==> src/rtl/fpu_mul_arbiter.sv <==
// -----------------------------------------------------------------------------
// fpu_32_multiplier
//   Combinational IEEE-754 single-precision multiplier.
//   Ports:
//     x, y           operands
//     res            product, round-to-nearest-even
//     overflow_flag  finite operands whose product exceeds the largest normal;
//                    res is a signed infinity
//     underflow_flag nonzero finite operands whose product falls below the
//                    smallest normal; res is a signed zero (no subnormal output)
//   Subnormal inputs are treated as zero. A NaN operand, or inf * 0, gives the
//   canonical quiet NaN. inf * finite gives a signed infinity with no flag.
// -----------------------------------------------------------------------------
module fpu_32_multiplier (
  input  logic [31:0] x,
  input  logic [31:0] y,
  output logic [31:0] res,
  output logic        overflow_flag,
  output logic        underflow_flag
);

  logic        sx, sy, sr;
  logic [7:0]  ex, ey;
  logic [22:0] mx, my;
  logic        x_zero, y_zero, x_inf, y_inf, x_nan, y_nan;

  logic [47:0]        prod;
  logic [22:0]        mant;
  logic               guard, sticky, round_up;
  logic [23:0]        mant_rnd;
  logic signed [9:0]  exp_biased;

  assign sx = x[31];
  assign sy = y[31];
  assign ex = x[30:23];
  assign ey = y[30:23];
  assign mx = x[22:0];
  assign my = y[22:0];
  assign sr = sx ^ sy;

  assign x_zero = (ex == 8'd0);
  assign y_zero = (ey == 8'd0);
  assign x_inf  = (ex == 8'hFF) && (mx == 23'd0);
  assign y_inf  = (ey == 8'hFF) && (my == 23'd0);
  assign x_nan  = (ex == 8'hFF) && (mx != 23'd0);
  assign y_nan  = (ey == 8'hFF) && (my != 23'd0);

  always_comb begin
    res            = 32'd0;
    overflow_flag  = 1'b0;
    underflow_flag = 1'b0;

    // Product of two 1.x significands lies in [1,4): bit 47 set means [2,4).
    prod       = 48'({1'b1, mx}) * 48'({1'b1, my});
    exp_biased = $signed({2'b00, ex}) + $signed({2'b00, ey}) - 10'sd127;

    if (prod[47]) begin
      mant       = prod[46:24];
      guard      = prod[23];
      sticky     = |prod[22:0];
      exp_biased = exp_biased + 10'sd1;
    end else begin
      mant       = prod[45:23];
      guard      = prod[22];
      sticky     = |prod[21:0];
    end

    round_up = guard & (sticky | mant[0]);
    mant_rnd = {1'b0, mant} + {23'd0, round_up};
    // Rounding carry out of an all-ones mantissa bumps the exponent; the
    // mantissa field is already zero in that case.
    if (mant_rnd[23]) begin
      exp_biased = exp_biased + 10'sd1;
    end

    if (x_nan || y_nan || (x_inf && y_zero) || (y_inf && x_zero)) begin
      res = 32'h7FC0_0000;
    end else if (x_inf || y_inf) begin
      res = {sr, 8'hFF, 23'd0};
    end else if (x_zero || y_zero) begin
      res = {sr, 31'd0};
    end else if (exp_biased >= 10'sd255) begin
      res           = {sr, 8'hFF, 23'd0};
      overflow_flag = 1'b1;
    end else if (exp_biased <= 10'sd0) begin
      res            = {sr, 31'd0};
      underflow_flag = 1'b1;
    end else begin
      res = {sr, exp_biased[7:0], mant_rnd[22:0]};
    end
  end

endmodule

// -----------------------------------------------------------------------------
// fpu_mul_arbiter
//   Round-robin arbiter that time-shares one combinational fpu_32_multiplier
//   among NUM_REQ requesters. The granted operands are registered and held for
//   MUL_CYCLES cycles (multicycle path through the multiplier), then the result
//   is registered onto a valid/ready response channel.
//
//   state | meaning
//   ------+------------------------------------------------------------------
//   IDLE  | waiting for any req_valid; grant and operand capture happen here
//   CALC  | operand regs drive the multiplier, cnt counts down to 0
//   DONE  | rsp_valid high, rsp_* held until rsp_ready
//
//   Ports:
//     clk, rst      clock (rising edge), async active-high reset
//     req_valid     per-requester request
//     req_ready     per-requester grant, one-hot or zero
//     req_x, req_y  packed operands, requester i at [32*i +: 32]
//     rsp_valid     response valid
//     rsp_ready     response consumer ready
//     rsp_id        requester that owns the response
//     rsp_res       product from the multiplier
//     rsp_of/uf     overflow / underflow flags from the multiplier
//     busy          high whenever not IDLE
// -----------------------------------------------------------------------------
module fpu_mul_arbiter #(
  parameter int NUM_REQ    = 4,
  parameter int MUL_CYCLES = 2,
  localparam int ID_W      = $clog2(NUM_REQ)
) (
  input  logic                    clk,
  input  logic                    rst,
  input  logic [NUM_REQ-1:0]      req_valid,
  output logic [NUM_REQ-1:0]      req_ready,
  input  logic [32*NUM_REQ-1:0]   req_x,
  input  logic [32*NUM_REQ-1:0]   req_y,
  output logic                    rsp_valid,
  input  logic                    rsp_ready,
  output logic [ID_W-1:0]         rsp_id,
  output logic [31:0]             rsp_res,
  output logic                    rsp_of,
  output logic                    rsp_uf,
  output logic                    busy
);

  localparam int CNT_W = (MUL_CYCLES > 1) ? $clog2(MUL_CYCLES) : 1;

  typedef enum logic [1:0] {
    IDLE = 2'd0,
    CALC = 2'd1,
    DONE = 2'd2
  } state_t;

  state_t state, state_next;

  logic [ID_W-1:0]  ptr, ptr_next;
  logic [ID_W-1:0]  winner;
  logic             grant_any;
  logic [31:0]      sel_x, sel_y;

  logic [31:0]      op_x, op_y;
  logic [ID_W-1:0]  op_id;
  logic [CNT_W-1:0] cnt;

  logic             do_grant, do_sample;

  logic [31:0]      mul_res;
  logic             mul_of, mul_uf;

  // Winner search: the second loop (indices at or after ptr) overrides the
  // first (wrapped indices below ptr), and within each loop the descending
  // scan leaves the lowest index. Net effect: first valid index at or after
  // ptr, wrapping around.
  always_comb begin
    grant_any = 1'b0;
    winner    = '0;
    sel_x     = '0;
    sel_y     = '0;
    for (int i = NUM_REQ - 1; i >= 0; i--) begin
      if (req_valid[i] && (ID_W'(i) < ptr)) begin
        grant_any = 1'b1;
        winner    = ID_W'(i);
      end
    end
    for (int i = NUM_REQ - 1; i >= 0; i--) begin
      if (req_valid[i] && (ID_W'(i) >= ptr)) begin
        grant_any = 1'b1;
        winner    = ID_W'(i);
      end
    end
    for (int i = 0; i < NUM_REQ; i++) begin
      if (ID_W'(i) == winner) begin
        sel_x = req_x[32*i +: 32];
        sel_y = req_y[32*i +: 32];
      end
    end
  end

  assign ptr_next = (winner == ID_W'(NUM_REQ - 1)) ? '0 : winner + 1'b1;

  always_ff @(posedge clk or posedge rst) begin
    if (rst) begin
      state <= IDLE;
    end else begin
      state <= state_next;
    end
  end

  // req_ready is masked during reset so no grant is advertised that the
  // held-in-reset registers could not accept.
  always_comb begin
    state_next = state;
    req_ready  = '0;
    do_grant   = 1'b0;
    do_sample  = 1'b0;
    case (state)
      IDLE: begin
        if (grant_any && !rst) begin
          req_ready[winner] = 1'b1;
          do_grant          = 1'b1;
          state_next        = CALC;
        end
      end
      CALC: begin
        if (cnt == '0) begin
          do_sample  = 1'b1;
          state_next = DONE;
        end
      end
      DONE: begin
        if (rsp_ready) begin
          state_next = IDLE;
        end
      end
      default: begin
        state_next = IDLE;
      end
    endcase
  end

  always_ff @(posedge clk or posedge rst) begin
    if (rst) begin
      ptr     <= '0;
      op_x    <= '0;
      op_y    <= '0;
      op_id   <= '0;
      cnt     <= '0;
      rsp_id  <= '0;
      rsp_res <= '0;
      rsp_of  <= 1'b0;
      rsp_uf  <= 1'b0;
    end else begin
      if (do_grant) begin
        op_x  <= sel_x;
        op_y  <= sel_y;
        op_id <= winner;
        cnt   <= CNT_W'(MUL_CYCLES - 1);
        ptr   <= ptr_next;
      end else if ((state == CALC) && (cnt != '0)) begin
        cnt <= cnt - 1'b1;
      end
      if (do_sample) begin
        rsp_id  <= op_id;
        rsp_res <= mul_res;
        rsp_of  <= mul_of;
        rsp_uf  <= mul_uf;
      end
    end
  end

  assign rsp_valid = (state == DONE);
  assign busy      = (state != IDLE);

  fpu_32_multiplier u_mul (
    .x              (op_x),
    .y              (op_y),
    .res            (mul_res),
    .overflow_flag  (mul_of),
    .underflow_flag (mul_uf)
  );

endmodule

==> config.mk <==
export PLATFORM = sky130hd
export DESIGN_NAME = fpu_mul_arbiter
export DESIGN_NICKNAME = d
export VERILOG_FILES = /design/src/rtl/fpu_mul_arbiter.sv
export SDC_FILE = /design/constraint.sdc
export NUM_CORES = 2
export LEC_CHECK = 0
export ABC_CLOCK_PERIOD_IN_PS = 20900
export CAP_MARGIN = 5
export CORE_ASPECT_RATIO = 1.2
export CORE_MARGIN = 8
export CORE_UTILIZATION = 50
export DETAILED_ROUTE_END_ITERATION = 10
export PLACE_DENSITY = 0.75
export SYNTH_ARGS = -nofsm -noshare
export SYNTH_HDL_FRONTEND = slang
export SYNTH_SLANG_ARGS = --single-unit
export TNS_END_PERCENT = 50
==> constraint.sdc <==
create_clock -name clk -period 20.9 [get_ports clk]
set_clock_uncertainty 0.1 [all_clocks]
set_input_delay 3.135 -clock clk [delete_from_list [all_inputs] [get_ports clk]]
set_output_delay 3.135 -clock clk [all_outputs]
set_load 0.01 [all_outputs]
==> impl_metrics.py <==
metrics = {
    "global_routing": {
        "first_global_vias": 26100,
        "antenna_found_initial": 2,
        "grt_pass1_wl_mm": 148,
        "grt_max_degree": 102,
        "overflow": 0,
        "track_usage": 0.298,
    },
    "cts": {
        "numClockSinks": 107,
        "cts_root_buffer": "clkbuf_16",
        "clockBufferDepth": 2,
        "cts_tree": "done",
        "holdBufCountCts": 0,
        "clk_latency_ps": 400,
        "cts.clk_slew.worst_paths_ps": 90,
        "cts_buffers": 9,
        "postCtsSetupBuffers": 0,
        "cts_resized": 0,
        "h-tree-depth": 3,
    },
    "floorplanning": {
        "dieArea_mm2": 0.0642,
        "die_height_um": 276,
        "start_util": 0.504,
        "num_rows": 95,
        "die_width_um": 233,
        "ios": 305,
        "core_area_mm2": 0.0559,
    },
    "yosys": {
        "synth_edf_count": 0,
        "syn_inst": 3417,
        "syn_area_mm2": 0.0281,
        "ys_seq_area_frac": 0.0951,
        "ys_async_sr_fraction": 1.00,
        "synth_ff_type": "dfrtp_1",
        "synth_seq_cells": 107,
        "syn_area_per_cell_um2": 8.24,
        "mappedNetlistNets": 4352,
        "synth_cell_types": 102,
        "ys_warn_count": 0,
    },
    "routing": {
        "via_per_inst": 5.79,
        "dr.pass1.iters": 8,
        "wirelength_mm": 94.0,
        "dr.first_iter.drc_count": 2295,
        "highest_layer": "met4",
        "vias": 24900,
        "detail-route-antenna-nets": 0,
        "drcViolationCount": 0,
        "avgRoutedWirePerCell_um": 21.8,
        "routedLengthMet1_mm": 35.9,
        "dr_wl_met2_mm": 45.7,
        "wl_met3_mm": 6.97,
    },
    "setup_path": {
        "reg2reg_slack_ps": 9550,
        "cp_top_family": "adder cells",
        "rr_startpoint": "op_y[8]$_DFFE_PP0P_",
        "cp_data_arrival_time_ps": 11470,
        "critPathMaxFanout": 47,
        "endpoint": "rsp_res[5]$_DFFE_PP0P_",
        "crit_slowest_cell": "dfrtp_1",
        "path_depth": 33,
        "required_ps": 21020,
        "crit_start": "op_y[8]$_DFFE_PP0P_",
        "worst-path-buf-inv": 9,
        "endpoint_kind": "flop",
        "reg2reg_depth": 33,
        "worstSetupPathType": "reg -> reg",
        "max_stage_delay_ps": 890,
        "r2r-end": "rsp_res[5]$_DFFE_PP0P_",
        "cp-start-kind": "flop",
    },
    "sta": {
        "slew_violations": 0,
        "hold_violations": 0,
        "holdWs_ps": 399,
        "max_slew_margin": 0.154,
        "setup_viol": 0,
        "finalSetupTns_ps": 0,
        "fmax_ghz": 0.0881,
        "worst_pin_slew_ps": 1270,
        "fin_crit_sh": 0.543,
        "rsz0062_at_grt": "false",
        "post-route-min-period_ps": 11350,
    },
    "layout": {
        "fillCellCount": 5125,
        "utilization": 0.571,
        "drive_gt1_frac": 0.0355,
        "fin_area_mm2": 0.0319,
        "syn_to_final_growth_pct": 13.4,
        "nNetsFinal": 4505,
    },
    "run": {
        "maxCapViolCount": 0,
    },
    "worst_hold_path": {
        "hold_class": "reg -> reg",
    },
    "status": {
        "status": "finished, final reports clean",
    },
    "placed_design": {
        "place_hpwl_mm": 75.3,
        "port_buffers": 304,
        "placed_cell_area_mm2": 0.0316,
        "place.gp.congestion": 0.970,
    },
}
worst reg2reg max path: cells and delay by family (launching register included):
family,cells,cell delay (ps)
adder cells (fa/ha/maj),9,4250
AND/OR/NAND/NOR,5,1330
AO/OA/AOI/OAI,9,2920
XOR/XNOR,1,370
flip-flops,1,890
buffers and inverters,9,1360
cells in the final DEF (no fill, tap or decap), types with 70 or more instances in the layout:
cell / n
a21oi_1: 226
a22oi_1: 70
and2_1: 259
clkdlybuf4s50_1: 304
dfrtp_1: 107
fa_1: 483
ha_1: 186
inv_1: 595
nand2_1: 419
nor2_1: 273
o21ai_0: 90
synth_stat cells (17+ instances only):
| cell | instances | share of area |
|---|---|---|
| o21ai_0 | 90 | 0.016 |
| xor2_1 | 36 | 0.011 |
| a21oi_1 | 226 | 0.040 |
| o31ai_2 | 17 | 0.0076 |
| clkbuf_1 | 155 | 0.021 |
| a21o_1 | 18 | 0.0048 |
| ha_1 | 189 | 0.084 |
| nand2_1 | 419 | 0.056 |
| fa_1 | 483 | 0.34 |
| xnor2_1 | 48 | 0.015 |
| a22oi_1 | 70 | 0.019 |
| and2_1 | 259 | 0.058 |
| nor2_1 | 275 | 0.037 |
| dfrtp_1 | 107 | 0.095 |
| buf_2 | 21 | 0.0037 |
| nand4_1 | 37 | 0.0082 |
| nor3_1 | 37 | 0.0066 |
| inv_1 | 596 | 0.079 |
| nand3_1 | 28 | 0.0050 |
per-layer routing:
layer,global-route usage,up-vias
met5,0,-
met4,0.154,0
met3,0.0475,281
met2,0.502,1146
met1,0.368,12400
li1,-,11100
registers in the layout, summed over array words and instances (netlist names):
signal / flops
state: 2
rsp_uf: 1
rsp_res: 32
rsp_of: 1
ptr: 2
op_y: 32
cnt: 1
op_id: 2
op_x: 32
rsp_id: 2
cells by family after synthesis:
logic type	synth area share
AOI/OAI and AO/OA	0.139
xor gates and xnor gates	0.0277
adders and majority gates	0.428
buffers and inverters	0.107
DFF	0.0951
muxes	0.00742
and+or+nand+nor	0.195
worst min-delay path by stage:
stage | startpoint | to | slack, ps | cells after the start
2_1_floorplan | op_id[1]$_DFFE_PP0P_ | rsp_id[1]$_DFFE_PP0P_ | 330 | 2
3_3_place_gp | rsp_id[1]$_DFFE_PP0P_ | rsp_id[1]$_DFFE_PP0P_ | 360 | 2
3_5_place_dp | op_id[1]$_DFFE_PP0P_ | rsp_id[1]$_DFFE_PP0P_ | 360 | 2
4_1_cts | rsp_res[12]$_DFFE_PP0P_ | rsp_res[12]$_DFFE_PP0P_ | 400 | 2
5_1_grt | rsp_res[13]$_DFFE_PP0P_ | rsp_res[13]$_DFFE_PP0P_ | 420 | 2
6_report | rsp_res[12]$_DFFE_PP0P_ | rsp_res[12]$_DFFE_PP0P_ | 400 | 2
layout make-up:
class | count | area (um^2) | share of cell area
Antenna cell | 2 | 5.00 | 0.000157
Multi-Input combinational cell | 2517 | 22500 | 0.705
Timing Repair Buffer | 334 | 3270 | 0.102
Sequential cell | 107 | 2680 | 0.0839
Clock inverter | 7 | 86.3 | 0.00270
Tap cell | 727 | 910 | 0.0285
Clock buffer | 9 | 225 | 0.00706
Inverter | 601 | 2260 | 0.0707
per-stage QoR:
stage | setup slack, ps | cells
final | 9550 | 4304
after detailed placement | 9840 | 4286
after global placement | 9970 | 4286
after global routing | 9010 | 4304
after CTS | 9740 | 4302
after floorplan | 11190 | 3417
Power is not shown: default switching activity piles up to over one toggle a cycle in this logic, so the estimate is an artifact.
